==> src/rtl/hash_table_pkg.sv <==
// Shared hash table types: operation encoding and the modify classification
// used by the issue stage's same-key hazard check.
package hash_table_pkg;

  typedef enum logic [1:0] {
    OP_NOP    = 2'b00,
    OP_READ   = 2'b01,
    OP_WRITE  = 2'b10,
    OP_DELETE = 2'b11
  } op_t;

  function automatic logic is_modify(op_t op);
    return (op == OP_WRITE) || (op == OP_DELETE);
  endfunction

endpackage

==> src/rtl/request_fifo.sv <==
// Synchronous request buffer with asynchronous reset. The head word is always
// presented on pop_data; push while full and pop while empty are ignored.
module request_fifo #(
  parameter int WIDTH = 8,
  parameter int DEPTH = 4
) (
  input  logic                       clk,
  input  logic                       reset,
  input  logic                       push,
  input  logic [WIDTH-1:0]           push_data,
  input  logic                       pop,
  output logic [WIDTH-1:0]           pop_data,
  output logic                       full,
  output logic                       empty,
  output logic [$clog2(DEPTH):0]     count
);

  localparam int AW = $clog2(DEPTH);

  logic [WIDTH-1:0] mem [DEPTH];
  logic [AW:0]      wr_ptr;
  logic [AW:0]      rd_ptr;

  // Pointers carry one extra wrap bit so full and empty are distinguishable.
  assign empty    = (wr_ptr == rd_ptr);
  assign full     = (wr_ptr[AW] != rd_ptr[AW]) && (wr_ptr[AW-1:0] == rd_ptr[AW-1:0]);
  assign count    = wr_ptr - rd_ptr;
  assign pop_data = mem[rd_ptr[AW-1:0]];

  always_ff @(posedge clk or posedge reset) begin
    if (reset) begin
      wr_ptr <= '0;
      rd_ptr <= '0;
    end else begin
      if (push && !full)
        wr_ptr <= wr_ptr + 1'b1;
      if (pop && !empty)
        rd_ptr <= rd_ptr + 1'b1;
    end
  end

  always_ff @(posedge clk) begin
    if (push && !full)
      mem[wr_ptr[AW-1:0]] <= push_data;
  end

endmodule

==> src/rtl/hash_op_scheduler.sv <==
// Issue stage in front of the hash table: buffers host requests and holds back
// same-key requests while an earlier modify is in flight. HASH_SCHED_STATS_EN adds counters.
module hash_op_scheduler
  import hash_table_pkg::*;
#(
  parameter int KEY_WIDTH     = 2,
  parameter int DATA_WIDTH    = 32,
  parameter int FIFO_DEPTH    = 4,
  parameter int HAZARD_WINDOW = 2
) (
  input  logic                          clk,
  input  logic                          reset,
  input  logic [KEY_WIDTH-1:0]          key_i,
  input  logic [DATA_WIDTH-1:0]         data_i,
  input  logic [1:0]                    op_i,
  input  logic                          valid_i,
  output logic                          ready_o,
  output logic [KEY_WIDTH-1:0]          key_o,
  output logic [DATA_WIDTH-1:0]         data_o,
  output logic [1:0]                    op_o,
  output logic                          valid_o,
  input  logic                          ready_i,
  output logic [$clog2(FIFO_DEPTH):0]   count_o,
  output logic                          stall_o
`ifdef HASH_SCHED_STATS_EN
  ,
  output logic [31:0]                   issued_cnt_o,
  output logic [31:0]                   stall_cnt_o
`endif
);

  localparam int FW = 2 + KEY_WIDTH + DATA_WIDTH;

  typedef struct packed {
    logic                 vld;
    logic [KEY_WIDTH-1:0] key;
    logic                 mod;
  } win_entry_t;

  logic [FW-1:0]         head_word;
  logic [1:0]            head_op;
  logic [KEY_WIDTH-1:0]  head_key;
  logic [DATA_WIDTH-1:0] head_data;
  logic                  head_mod;
  logic                  full;
  logic                  empty;
  logic                  push;
  logic                  issue;
  logic                  hazard;
  logic                  rst_done;
  logic [KEY_WIDTH-1:0]  last_key;
  logic [DATA_WIDTH-1:0] last_data;
  win_entry_t            win [HAZARD_WINDOW];

  assign push    = valid_i && ready_o && (op_i != OP_NOP);
  assign issue   = valid_o && ready_i;
  assign ready_o = rst_done && !full;

  request_fifo #(.WIDTH(FW), .DEPTH(FIFO_DEPTH)) u_fifo (
    .clk       (clk),
    .reset     (reset),
    .push      (push),
    .push_data ({op_i, key_i, data_i}),
    .pop       (issue),
    .pop_data  (head_word),
    .full      (full),
    .empty     (empty),
    .count     (count_o)
  );

  assign head_op   = head_word[FW-1 -: 2];
  assign head_key  = head_word[KEY_WIDTH+DATA_WIDTH-1 -: KEY_WIDTH];
  assign head_data = head_word[DATA_WIDTH-1:0];
  assign head_mod  = is_modify(op_t'(head_op));

  // Read-after-read is the only same-key pairing allowed through.
  always_comb begin
    hazard = 1'b0;
    for (int i = 0; i < HAZARD_WINDOW; i++) begin
      if (win[i].vld && (win[i].key == head_key) && (win[i].mod || head_mod))
        hazard = 1'b1;
    end
  end

  assign valid_o = !empty && !hazard;
  assign stall_o = !empty && hazard;
  assign key_o   = empty ? last_key  : head_key;
  assign data_o  = empty ? last_data : head_data;
  assign op_o    = empty ? OP_NOP    : head_op;

  always_ff @(posedge clk or posedge reset) begin
    if (reset) begin
      rst_done  <= 1'b0;
      last_key  <= '0;
      last_data <= '0;
    end else begin
      rst_done <= 1'b1;
      if (!empty) begin
        last_key  <= head_key;
        last_data <= head_data;
      end
    end
  end

  // The window tracks pipeline occupancy, so it only advances with ready_i.
  always_ff @(posedge clk or posedge reset) begin
    if (reset) begin
      for (int i = 0; i < HAZARD_WINDOW; i++)
        win[i] <= '0;
    end else if (ready_i) begin
      win[0] <= issue ? '{vld: 1'b1, key: key_o, mod: head_mod} : '0;
      for (int i = 1; i < HAZARD_WINDOW; i++)
        win[i] <= win[i-1];
    end
  end

`ifdef HASH_SCHED_STATS_EN
  always_ff @(posedge clk or posedge reset) begin
    if (reset) begin
      issued_cnt_o <= '0;
      stall_cnt_o  <= '0;
    end else begin
      if (issue)
        issued_cnt_o <= issued_cnt_o + 32'd1;
      if (stall_o && ready_i)
        stall_cnt_o <= stall_cnt_o + 32'd1;
    end
  end
`endif

endmodule

==> config.mk <==
export PLATFORM = sky130hd
export DESIGN_NAME = hash_op_scheduler
export DESIGN_NICKNAME = d
export VERILOG_FILES = /design/src/rtl/hash_table_pkg.sv /design/src/rtl/request_fifo.sv /design/src/rtl/hash_op_scheduler.sv
export SDC_FILE = /design/constraint.sdc
export NUM_CORES = 1
export LEC_CHECK = 0
export CELL_PAD_IN_SITES_DETAIL_PLACEMENT = 0
export CELL_PAD_IN_SITES_GLOBAL_PLACEMENT = 2
export CORE_MARGIN = 1
export CORE_UTILIZATION = 43
export DETAILED_ROUTE_END_ITERATION = 12
export GPL_TIMING_DRIVEN = 0
export MAX_ROUTING_LAYER = met4
export PLACE_DENSITY_LB_ADDON = 0.1
export SLEW_MARGIN = 20
export SYNTH_ARGS = -nofsm -noshare
export SYNTH_HDL_FRONTEND = slang
export SYNTH_SLANG_ARGS = --single-unit
==> constraint.sdc <==
create_clock -name clk -period 3.6 [get_ports clk]
set_input_delay 0.36 -clock clk [delete_from_list [all_inputs] [get_ports clk]]
set_output_delay 0.36 -clock clk [all_outputs]
set_load 0.005 [all_outputs]
## After elaboration in Yosys (flattened, before gate mapping)

Memories as Yosys holds them, arrays and structs flattened.
Cells that the tools add are included.

| word-level totals | value |
|---|---|
| bits in registers | 49 |
| memory bits (writable) | 144 |
| output and inout port bits | 42 |
| memories kept | 1 |

| cells by class | value |
|---|---|
| add/subtract/negate cells | 3 |
| equal/unequal tests | 7 |
| multiplexer cells | 8 |
| reduce and logical (&&, ||, !) cells | 20 |

Memories:

| memory | words | bits a word | rd ports | clocked after memory_dff | write ports | RTL line | RTL |
|---|---|---|---|---|---|---|---|
| u_fifo.mem | 4 | 36 | 1 | 0 | 1 | request_fifo.sv:20 | `logic [WIDTH-1:0] mem [DEPTH];` |

Operators by type and width:

| operator | count |
|---|---|
| 32-bit two-way mux | 1 |
| 1-bit logical AND | 13 |
| 3-bit by 1-bit adder with 3-bit output, second input constant | 2 |
| 2-bit == test | 3 |
| 2-bit == test, second input constant | 2 |
| 1-bit two-way mux | 4 |
| 2-bit two-way mux | 2 |
| 4-bit two-way mux | 1 |
| 3-bit == test | 1 |
| 1-bit logical NOT | 3 |
| 1-bit logical OR | 3 |
| 3-bit subtractor | 1 |
| 2-bit nonzero test | 1 |
| 1-bit inequality test | 1 |

## Logic depth before layout (Yosys ltp)

Gate-level depths: netlist of the first run.
An unclocked memory read counts as a cell.

| depth | value |
|---|---|
| word-level depth | 11 |
| depth in mapped cells | 10 |

## Cells and area by module

A second synthesis of the first run with hierarchy kept.

| unflattened totals | value |
|---|---|
| cell total of the unflattened synthesis | 343 |
| area total of the unflattened synthesis | 7350.8 sq um |

By module, submodules not included:

| module | times used | cells each | area each (sq um) | sequential area each (sq um) |
|---|---|---|---|---|
| request_fifo | 1 | 234 | 5660.4 | 4474.3 |
| hash_op_scheduler | 1 | 109 | 1690.4 | 1076.0 |

## Worst setup path after synthesis of the first run

No wires, ideal clock.

| timing path | value |
|---|---|
| path type | reg2reg |
| from | register u_fifo.rd_ptr[1] |
| to | memory u_fifo.mem[3][0] in the netlist's numbering (enable) |
| setup time | 398 ps |
| arrival time | 2684 ps |
| path slack | 518 ps |
| cell stages (with the launch flop) | 9 |
| period minus slack after synthesis | 3082 ps |
| cells stage by stage | dfrtp_1 -> buf_2 -> buf_1 -> inv_1 -> ha_1 -> nand2_1 -> o21a_1 -> o211a_1 -> and2_1 |

| on the way | value |
|---|---|
| word-level cells in the longest chain between the ends | 9 |

RTL lines:

| what | RTL line | RTL |
|---|---|---|
| start: declaration | request_fifo.sv:22 | `logic [AW:0] rd_ptr;` |
| start signal: assignment | request_fifo.sv:38 | `rd_ptr <= rd_ptr + 1'b1;` |
| 2-bit == test | request_fifo.sv:26 | `assign full = (wr_ptr[AW] != rd_ptr[AW]) && (wr_ptr[AW-1:0] == rd_ptr[AW-1:0]);` |
| 1-bit logical AND | request_fifo.sv:26 |  |
| 1-bit logical NOT | hash_op_scheduler.sv:57 | `assign ready_o = rst_done && !full;` |
| 1-bit logical AND | hash_op_scheduler.sv:57 |  |
| named net ready_o | hash_op_scheduler.sv:17 | `output logic ready_o,` |
| 1-bit logical AND (2 in series) | hash_op_scheduler.sv:55 | `assign push = valid_i && ready_o && (op_i != OP_NOP);` |
| 1-bit logical AND | request_fifo.sv:43 | `if (push && !full)` |
| 1-bit two-way mux | request_fifo.sv:43 |  |
| 1-bit two-way mux (implied by the code) | request_fifo.sv:44 | `mem[wr_ptr[AW-1:0]] <= push_data;` |
| end: declaration | request_fifo.sv:20 |  |

The timed path passes the listed nets, and every way through them passes these cells.

## Worst setup path in the final report of the first run

| timing path | value |
|---|---|
| from | register u_fifo.rd_ptr[1] |
| to | output data_o[26] |

| on the way | value |
|---|---|
| word-level cells in the longest chain between the ends | 2 |
| elaborated cells on any way between the ends | 3 |
| classes of those cells | eq/ne (1); mux (1); memory (1) |

RTL lines:

| what | RTL line | RTL |
|---|---|---|
| memory read 4 x 36 bit or 3-bit == test (tied branches) | - |  |
| 32-bit two-way mux * | - |  |
| end: declaration | hash_op_scheduler.sv:19 | `output logic [DATA_WIDTH-1:0] data_o,` |

Mark *: on every way between the ends. The rest lies on a longest branch, timed or not.

==> metrics.md, run 1 <==
| Metric | Value |
|---|---|
| Routing usage on met1 | 0.2025 |
| GR Layer Usage met2 | 0.2845 |
| Routed WL per cell | a little under 20 µm |
| # IOs | a little over 80 |
| Status | finished, final reports clean |
| HPWL Detailed | between 8 and 9 mm |
| Final hold vios | 0 |
| Crit end category | primary output |
| Final wirelength | approximately 13 mm |
| Final setup fails | 0 |
| Worst setup margin | between 0.15 and 0.2 ns |
| Via Count | between 3000 and 4000 |
| Met3 Use GR | 0.04652 |
| Seq/Total Area, Yosys | 0.7606 |
| Register area | 5552 µm² |
| Largest net degree at the start of global routing | 42 |
| Core Rows | 47 |
| Startpoint types | flop |
| Syn Area/Cell | 21.53 µm² |
| Peak Freq | approximately 0.29 GHz |
| Min Tclk post-route | 3.442 ns |
| Busiest grt layer | met2 |
| Setup Buffers After CTS | 0 |
| Post-route clock skew | 0.008802 ns |
| CP most frequent cell | buf_6 |
| Vias per Instance | 5.070 |
| H-tree levels | 4 |
| Yosys reg bits | ~190 |
| Critical Path RT | ~3.2 ns |
| CTS max path bufs | 2 |
| Worst-path fanout max | 10 |
| Critical path class | flop to primary output |
| Min-Delay Path Class | primary input to asynchronous set/reset pin |
| Max VDD drop | 421.7 µV |
| Netlist Area Pre-Place | about 7300 µm² |
| Compound-Gate Fraction of Synth Area | 0.01149 |
| DP Worst Slack | -0.5203 ns |
| Setup TNS | 0 ns |
| First-pass GRT wire length | approximately 21 mm |
| Post-Synth Simple-Gate Area | 0.01320 |
| Vias in the first global route | about 3800 |
| LEAKAGE | ~3.2 nW |
| CTS tree | yes |
| Core ar. | approximately 17000 µm² |
| CTS Buf Count | 17 |
| IO Port Bufs | a little over 80 |
| Placed cell area | between 8000 and 9000 µm² |
| Worst-path cell chain | buf_6 > buf_6 > inv_1 > ha_1 > and3_2 > buf_6 > buf_4 > mux2_2 > clkdlybuf4s50_1 |
| Initial cell density of the core | 0.4400 |
| Iter 0 DRT Violations | 182 |
| Max-cap violations | 0 |
| Clock latency at the later pin of the worst-skew pair | 0.44 ns |
| Die area | 17500 µm² |
| Die X | 132.3 µm |
| Nets@finish | about 490 |
| Final Wtd Congestion | between 0.7 and 0.8 |
| Clock Sinks | just under 200 |
| Max-slew headroom | 0.5376 |
| Synthesized Nets | slightly below 400 |
| All-layer global routing usage | 0.1710 |
| Gate Count Post-Synth | between 300 and 400 |
| Synth unique cells | 31 |
| Non-Filler Instances | ~680 |
| GRT overflow | 0 |
| DIE HEIGHT | 132.3 µm |
| Main combinational cell family by area after synthesis | multiplexers |
| Final core occ | 0.5511 |
| Synth Area in XOR/XNOR | 0.01200 |
| Arrival time worst endpoint | ~3 ns |
| Final Max Slew Viols | 0 |
| Period utilization | 0.9562 |
| Post-route cell area | between 9000 and 10000 µm² |
| Overall power | approximately 8.0 mW |
| Cells after DPL | around 650 |
| Fraction of synthesized area in multiplexers | 0.1716 |
| CTS clk-pin slew, worst paths | around 0.070 ns |
| Yosys warns | 0 |
| Max stage delay on crit path | approximately 0.45 ns |
| Multi-input logic area | around 1600 µm² |
| Filler cell count in the final layout | approximately 1300 |
| P&R area growth vs syn | 25.24% |
| RSZ-0062 raised after global routing | false |
| Final antenna-violating net count | 0 |
| Synth Area in Adders | 0.01475 |
| Pwr dens | 876.0 nW/µm² |
| Clk root buf | clkbuf_16 |
| Antenna violations before repair | 0 |
| TritonRoute pass-1 iters | 4 |
| Tightest Pin Transition | 0.6936 ns |
| CP max stage cell | clkdlybuf4s50_1 |
| Drt drc | 0 |
| Fraction of layout cells with a size suffix above 1 | 0.2873 |
| Worst hold slack | about 0.17 ns |
| Inserted Diodes | 0 |
final cells by class:
cell class,count,area share
well taps,220,0.03012
inverters,12,0.005203
repair buffers,86,0.1038
multi-input cells,120,0.1792
plain buffers,13,0.009721
flip-flops and latches,193,0.6075
clock inverters,15,0.01794
clock buffers,17,0.04655
synthesized netlist by cell type:
| library cell | instances | area share |
|---|---|---|
| inv_1 | 12 | 0.0062 |
| buf_1 | 3 | 0.0015 |
| nand4b_4 | 1 | 0.0033 |
| xnor2_1 | 9 | 0.011 |
| buf_2 | 8 | 0.0055 |
| mux2i_1 | 1 | 0.0014 |
| mux2_2 | 37 | 0.057 |
| a21oi_1 | 1 | 0.00069 |
| xor2_1 | 1 | 0.0012 |
| and2_1 | 4 | 0.0034 |
| o21ai_0 | 1 | 0.00069 |
| nor2b_1 | 1 | 0.00086 |
| o21ai_1 | 1 | 0.00069 |
| and3_1 | 1 | 0.00086 |
| conb_1 | 1 | 0.00051 |
| nor2_1 | 3 | 0.0015 |
| o32ai_1 | 1 | 0.0012 |
| nand2_1 | 5 | 0.0026 |
| clkbuf_1 | 2 | 0.0010 |
| mux2_4 | 1 | 0.0021 |
| o211a_1 | 1 | 0.0014 |
| nand3_1 | 1 | 0.00069 |
| edfxtp_1 | 144 | 0.59 |
| o22ai_1 | 2 | 0.0017 |
| buf_6 | 1 | 0.0015 |
| fa_1 | 1 | 0.0027 |
| o2111ai_2 | 2 | 0.0041 |
| mux4_2 | 36 | 0.11 |
| dfrtp_1 | 49 | 0.17 |
| ha_1 | 7 | 0.012 |
| o21a_1 | 1 | 0.0010 |
worst max-delay path: cells and delay by family (launching register included):
family | cells | cell delay (ns)
adder cells (fa/ha/maj) | 1 | 0.29
buffers and inverters | 6 | 1.28
flip-flops | 1 | 0.43
multiplexers | 1 | 0.37
AND/OR/NAND/NOR | 1 | 0.27
cells by family after synthesis:
kind of cell	Yosys count
AOI/OAI and AO/OA	10
and+or+nand+nor	16
DFF	193
buffers and inverters	26
muxes	75
adders and majority gates	8
xor gates and xnor gates	10
other	1
report_power, final:
part | switching [mW] | leakage (nW) | internal (mW)
Sequential | 0.141 | 1.88 | 2.85
Combinational | 1.28 | 1.03 | 1.87
Clock | 0.879 | 0.280 | 0.986
cell usage in the layout (no fill, tap or decap), types with 3 or more instances in the layout:
| cell | synthesis | routed |
|---|---|---|
| edfxtp_1 | 144 | 144 |
| clkdlybuf4s50_1 | 0 | 81 |
| dfrtp_1 | 49 | 48 |
| mux2_2 | 37 | 37 |
| mux4_2 | 36 | 36 |
| clkbuf_16 | 0 | 17 |
| inv_1 | 12 | 11 |
| xnor2_1 | 9 | 9 |
| ha_1 | 7 | 7 |
| buf_2 | 8 | 5 |
| nand2_1 | 5 | 5 |
| inv_6 | 0 | 5 |
| buf_16 | 0 | 5 |
| buf_6 | 1 | 4 |
| and2_2 | 0 | 4 |
| nor2_1 | 3 | 3 |
| clkinvlp_4 | 0 | 3 |
| inv_8 | 0 | 3 |
routing by layer:
layer / wire [µm] / vias to the layer above
li1: - / 1551
met1: 5628 / 1792
met2: 6929 / 71
met3: 447 / 13
met4: 161 / 0
met5: 0 / -
flip-flops by register name, summed over array words and instances, names as in the netlist:
register,count
last_key,2
last_data,32
rst_done,1
u_fifo.wr_ptr,3
u_fifo.mem,144
u_fifo.rd_ptr,3
win,8
final timing paths:
path                             startpoint                 to  slack, ns  depth (start not counted)
max in group asynchronous             reset   u_fifo.rd_ptr[1]       2.94                          3
max reg2reg                u_fifo.rd_ptr[1]  u_fifo.mem[1][18]       0.81                          9
max                        u_fifo.rd_ptr[1]         data_o[26]       0.16                          9
min                                   reset      last_data[13]       0.17                          2
min reg2reg                u_fifo.wr_ptr[2]   u_fifo.wr_ptr[2]       0.49                          1
min in group clk           u_fifo.wr_ptr[2]   u_fifo.wr_ptr[2]       0.49                          1
timing repair:
item | in CTS | in global routing
gates resized for setup | 9 | 1
hold buffers | 0 | 0
pin swaps | 0 | 0
endpoints found under the setup margin | 38 | 5
Power figures use the tool's default switching activity.
==> run 2: changes to the inputs <==
Settings changed: ABC_AREA set to 1, CAP_MARGIN set to 25, CORE_UTILIZATION 43 to 38.
==> run 2 against run 1 <==
Non-clock buffer count rose by 16. Sequential power barely moved. First-iteration DRC count rose by 47%. Wire length rose by 36%. Register-to-register slack improved by 0.06 ns. Synthesized area rose by 3.3%. Die area rose by 17%. Worst hold slack improved by 0.0031 ns. Cell count rose by 47%. Sequential share of layout area fell by 2.1 points. Worst setup slack improved by 0.0014 ns. Cell area rose by 3.6%. Critical endpoint is now data_o[7].
==> metrics.md, run 2 <==
| Metric | Value |
|---|---|
| # IOs | 82 |
| Placed cell area | between 8000 and 9000 µm² |
| Cts repair resizes | 5 |
| Iter 0 DRT Violations | around 270 |
| Startpoint types | flop |
| CP max stage cell | clkdlybuf4s50_1 |
| Arrival time worst endpoint | 3.08 ns |
| Seq/Total Area, Yosys | 0.7363 |
| Synth top cells by count | nor2_1, edfxtp_1, o21ai_0, dfrtp_1, nand2_1 |
| P&R area growth vs syn | 25.64% |
| Synth unique cells | 28 |
| Via Count | 4772 |
| Crit end category | primary output |
| Routed WL per cell | approximately 18 µm |
| Final Wtd Congestion | between 0.7 and 0.8 |
| LEAKAGE | between 3 and 4 nW |
| Cell taking the most area after synthesis | edfxtp_1 |
| First-pass GRT wire length | roughly 28 mm |
| Yosys warns | 0 |
| Buf+Inv Stages, Crit Path | 5 |
| Clock latency at the later pin of the worst-skew pair | 0.44 ns |
| Post-route clock skew | between 0.01 and 0.015 ns |
| GRT overflow | 0 |
| Die X | 142.8 µm |
| Register-to-register setup slack | approximately 0.87 ns |
| DIE HEIGHT | ~140 µm |
| Max VDD drop | around 410 µV |
| H-tree levels | 4 |
| CTS Buf Count | 17 |
| Commonest non-fill, non-tap cells in the layout | nor2_1, edfxtp_1, clkdlybuf4s50_1 |
| RSZ-0062 raised after global routing | false |
| Overall power | 8.487 mW |
| Vias in the first global route | roughly 4900 |
| Die area | about 20000 µm² |
| Met3 Use GR | 0.04259 |
| FF-to-FF End | u_fifo.mem[1][7] |
| Drt drc | 0 |
| Final setup fails | 0 |
| Synth Flop Type | edfxtp_1 |
| Min Tclk post-route | 3.441 ns |
| CTS Hold Buffers Added | 0 |
| Non-Filler Instances | slightly below 1000 |
| Worst hold slack | 0.1780 ns |
| Max-slew headroom | 0.5583 |
| CTS max path bufs | 2 |
| Clock Sinks | 193 |
| Vias per Instance | slightly below 5 |
| Antenna violations before repair | 0 |
| Yosys reg bits | between 150 and 200 |
| Largest net degree at the start of global routing | 42 |
| Core Rows | 51 |
| Worst setup margin | approximately 0.16 ns |
| HPWL Detailed | between 10 and 15 mm |
| Setup Buffers After CTS | 0 |
| Tightest Pin Transition | around 0.66 ns |
| CTS clk-pin slew, worst paths | ~0.070 ns |
| Worst-path fanout max | 19 |
| Asr flop ratio synth | 0.2539 |
| Post-route cell area | between 9000 and 10000 µm² |
| Filler cell count in the final layout | 1748 |
| Routing usage on met1 | 0.2336 |
| Final antenna-violating net count | 0 |
| Min-Delay Path Class | primary input to asynchronous set/reset pin |
| Status | finished, final reports clean |
| R2r startpoint | u_fifo.rd_ptr[1] |
| CTS tree | yes |
| Worst-path cell chain | inv_4 > ha_1 > nand2_1 > nor2_8 > inv_2 > buf_6 > buf_2 > a31oi_1 > clkdlybuf4s50_1 |
| Synth top area cells | edfxtp_1, dfrtp_1, nor2_1 |
| All-layer global routing usage | 0.1955 |
| Final wirelength | ~18 mm |
| Core ar. | between 15000 and 20000 µm² |
| TritonRoute pass-1 iters | 5 |
| Largest register FFs | between 100 and 150 |
| Netlist Area Pre-Place | approximately 7500 µm² |
| Final hold vios | 0 |
| Max stage delay on crit path | 0.56 ns |
| EDFF count, synth | between 100 and 150 |
| Synthesized Nets | between 600 and 700 |
| Clk root buf | clkbuf_16 |
| Reg2reg path depth | 6 |
| Inserted Diodes | 0 |
| Syn Area/Cell | 12.36 µm² |
| GR Layer Usage met2 | 0.3349 |
| Cells after DPL | around 960 |
| IO Port Bufs | 81 |
| Most frequent cell after synthesis | nor2_1 |
| Period utilization | 0.9559 |
| Peak Freq | slightly below 0.3 GHz |
| Busiest grt layer | met2 |
| Crit path max-delay family | buffers and inverters |
| Fraction of layout cells with a size suffix above 1 | 0.1100 |
| Nets@finish | 762 |
| Pwr dens | around 900 nW/µm² |
| Area share of the largest cell type after synthesis | 0.5736 |
| Gate Count Post-Synth | a little over 600 |
| Most common cell after layout, fill and taps aside | nor2_1 |
| Critical Path RT | about 3.2 ns |
| Final Max Slew Viols | 0 |
| Max-cap violations | 0 |
| DP Worst Slack | -0.02861 ns |
| Initial cell density of the core | 0.3873 |
| Final core occ | 0.4867 |
| Critical path class | flop to primary output |
| Setup TNS | 0 ns |
run 2: changes by cell type after synthesis, moves of 12 or more:
| cell | previous run | this run |
|---|---|---|
| nand3_1 | 1 | 13 |
| mux4_2 | 36 | 0 |
| o21ai_0 | 1 | 73 |
| a31oi_1 | 0 | 32 |
| nor2_1 | 3 | 171 |
| mux2_2 | 37 | 0 |
| nand2_1 | 5 | 44 |
run 2: layout make-up:
type	instances	area (µm²)	area share
flip-flops and latches	193	5552	0.5861
multi-input cells	364	1800	0.1901
repair buffers	87	953.4	0.1007
clock buffers	18	429.2	0.04531
well taps	265	331.6	0.03501
clock inverters	14	166.4	0.01757
plain buffers	28	147.6	0.01559
inverters	23	91.34	0.009643
run 2: cell families after synthesis:
group                    count (synthesis)  share of synthesized area
AO/OA/AOI/OAI                          110                    0.08149
XOR/XNOR                                 5                   0.005809
adder cells (fa/ha/maj)                  8                    0.01427
buffers and inverters                   53                    0.03187
flip-flops                             193                     0.7363
other                                    1                  0.0004974
AND/OR/NAND/NOR                        240                     0.1298
run 2: routing by layer:
layer,vias to the layer above,routed length (µm)
li1,2318,-
met1,2351,7912
met2,87,9280
met3,16,556
met4,0,142
met5,-,0
run 2: power breakdown:
| group | internal, mW | switching [mW] | total (mW) |
|---|---|---|---|
| registers | 2.84 | 0.148 | 2.98 |
| logic | 1.61 | 1.99 | 3.60 |
| clock network | 0.992 | 0.906 | 1.90 |
| total | 5.44 | 3.04 | 8.49 |
run 2: how the worst max path moves through the flow:
stage                      from          endpoint  slack (ns)  depth (start not counted)
3_5_place_dp   u_fifo.rd_ptr[1]         data_o[2]       -0.03                         10
4_1_cts        u_fifo.rd_ptr[1]        data_o[24]        0.02                          9
6_report       u_fifo.rd_ptr[1]         data_o[7]        0.16                          9
2_1_floorplan  u_fifo.rd_ptr[1]  u_fifo.mem[0][0]        0.08                          6
5_1_grt        u_fifo.rd_ptr[1]        data_o[12]        0.02                          9
3_3_place_gp   u_fifo.rd_ptr[1]  u_fifo.mem[1][8]       -1.91                          6
run 2: worst register-to-register path: stages, from the launching register on:
cell,delay [ns]
dfrtp_2,0.46
inv_4,0.24
ha_1,0.33
a31oi_4,0.21
o211ai_2,0.30
nor2_4,0.60
buf_12,0.28
==> run 3: changes to the inputs <==
Settings changed: CORE_UTILIZATION 38 to 41.
Clock period 3.6 ns to 4.37 ns, I/O delays scaled along.
==> run 3 against run 2 <==
Cell area decreased by 0.38%. Global-route usage grew 1.1 points. Worst setup slack better by 0.086 ns. Flip-flop and latch count is the same. Clock power decreased by 22%. Sequential share of layout area grew 0.21 points. Combinational power fell by 18%. Clock skew is 0.0030 ns higher. Clock-buffer cell count unchanged. Cell count shrank 3.1%. Sequential power shrank 17%. Via count grew 0.84%.
==> metrics.md, run 3 (same netlist as run 2, synthesis figures left out) <==
| Metric | Value |
|---|---|
| Status | finished, final reports clean |
| IO Port Bufs | 81 |
| Cts repair resizes | 0 |
| CTS tree | yes |
| First-pass GRT wire length | 26.83 mm |
| Nets@finish | 766 |
| Antenna violations before repair | 1 |
| Critical path class | flop to primary output |
| Min Tclk post-route | around 4.1 ns |
| Die X | 137.6 µm |
| Routing usage on met1 | 0.2618 |
| CTS Hold Buffers Added | 0 |
| Non-Filler Instances | around 960 |
| Max-cap violations | 0 |
| Vias per Instance | ~5 |
| Peak Freq | about 0.24 GHz |
| Routed WL per cell | about 18 µm |
| Filler cell count in the final layout | roughly 1500 |
| Fraction of layout cells with a size suffix above 1 | 0.1040 |
| Final antenna-violating net count | 0 |
| Final setup fails | 0 |
| Final Wtd Congestion | 0.7588 |
| Iter 0 DRT Violations | ~200 |
| Startpoint types | flop |
| Worst setup margin | between 0.2 and 0.25 ns |
| Final wirelength | ~18 mm |
| Via Count | a little under 5000 |
| Period utilization | 0.9441 |
| Drt drc | 0 |
| Busiest grt layer | met2 |
| Crit end category | primary output |
| Vias in the first global route | between 4000 and 5000 |
| Cells after DPL | a little over 900 |
| TritonRoute pass-1 iters | 7 |
| Worst hold slack | between 0.3 and 0.4 ns |
| Largest register FFs | around 140 |
| Met3 Use GR | 0.03937 |
| Final core occ | 0.5252 |
| Clock latency at the later pin of the worst-skew pair | 0.44 ns |
| # IOs | 82 |
| CTS Buf Count | 17 |
| DP Worst Slack | 0.6798 ns |
| Initial cell density of the core | 0.4197 |
| Tightest Pin Transition | between 0.6 and 0.7 ns |
| Final Max Slew Viols | 0 |
| CTS clk-pin slew, worst paths | roughly 0.08 ns |
| Final hold vios | 0 |
| P&R area growth vs syn | 25.16% |
| Clk root buf | clkbuf_16 |
| Arrival time worst endpoint | between 3 and 4 ns |
| Core ar. | between 15000 and 20000 µm² |
| Post-route clock skew | ~0.015 ns |
| Setup Buffers After CTS | 0 |
| H-tree levels | 4 |
| Max-slew headroom | 0.5362 |
| Largest net degree at the start of global routing | 27 |
| GRT overflow | 0 |
| LEAKAGE | ~3.5 nW |
| Worst-path fanout max | 10 |
| DIE HEIGHT | 137.6 µm |
| Critical Path RT | ~3.9 ns |
| RSZ-0062 raised after global routing | false |
| Commonest non-fill, non-tap cells in the layout | nor2_1, edfxtp_1, clkdlybuf4s50_1 |
| All-layer global routing usage | 0.2062 |
| Pwr dens | between 700 and 800 nW/µm² |
| Core Rows | just under 50 |
| Max VDD drop | 427.4 µV |
| Min-Delay Path Class | primary input to asynchronous set/reset pin |
| GR Layer Usage met2 | 0.3367 |
| CTS max path bufs | 2 |
| Most common cell after layout, fill and taps aside | nor2_1 |
| Clock Sinks | 193 |
| Die area | around 19000 µm² |
| HPWL Detailed | 10.97 mm |
==> run 3: changes by cell type in the layout (fill, tap and decap cells not counted), sizes merged <==
| cell | before | now |
|---|---|---|
| inv | 28 | 30 |
| clkinv | 8 | 5 |
| buf | 25 | 28 |
| bufinv | 1 | 0 |
| clkinvlp | 0 | 2 |
| diode | 0 | 1 |
| clkbuf | 27 | 28 |
==> run 3: layout make-up <==
type | count | area (µm²) | share of cell area
antenna | 1 | 2.502 | 0.0002652
multi-input combinational | 364 | 1775 | 0.1882
sequential | 193 | 5550 | 0.5883
buffer | 30 | 153.9 | 0.01631
tap | 229 | 286.5 | 0.03037
timing repair buffer | 89 | 1008 | 0.1069
clock inverter | 14 | 140.1 | 0.01485
clock buffer | 18 | 429.2 | 0.04548
inverter | 23 | 88.84 | 0.009415
==> run 3: through the flow <==
stage	TNS, ns	cell area [µm²]	power [mW]
2_1_floorplan	0	7538	3.962
3_3_place_gp	-121.24	8636	5.396
3_5_place_dp	0	8864	5.499
4_1_cts	0	9433	7.004
5_1_grt	0	9435	7.365
6_report	0	9435	6.912
==> run 3: metal layers <==
metal  share of wire  routed length [µm]
met1            0.45                7894
met2            0.50                8789
met3           0.044                 769
met4           0.011                 197
met5               0                   0
==> run 3: final timing paths <==
kind                                  startpoint                end  slack (ns)  cells after the start
worst max-delay path            u_fifo.rd_ptr[1]          data_o[5]        0.24                     10
worst min-delay path                       reset             win[5]        0.32                      2
worst max register to register  u_fifo.rd_ptr[1]  u_fifo.mem[2][32]        1.03                      7
worst min register to register            win[3]             win[3]        0.49                      2
max in group asynchronous                  reset      last_data[24]        3.55                      3
min in group clk                          win[3]             win[3]        0.49                      2
==> run 3: worst max-delay path: stages, from the launching register on <==
cell             delay [ns]
dfrtp_1                0.45
inv_2                  0.22
buf_1                  0.57
ha_1                   0.30
nand2_1                0.14
nor2_8                 0.24
inv_2                  0.06
buf_6                  0.15
buf_2                  0.21
a31oi_1                0.33
clkdlybuf4s50_1        0.56
==> run 3: report_power, final <==
group	internal (mW)	switching [mW]
logic	1.33	1.64
clock network	0.758	0.734
registers	2.34	0.120
total	4.42	2.49
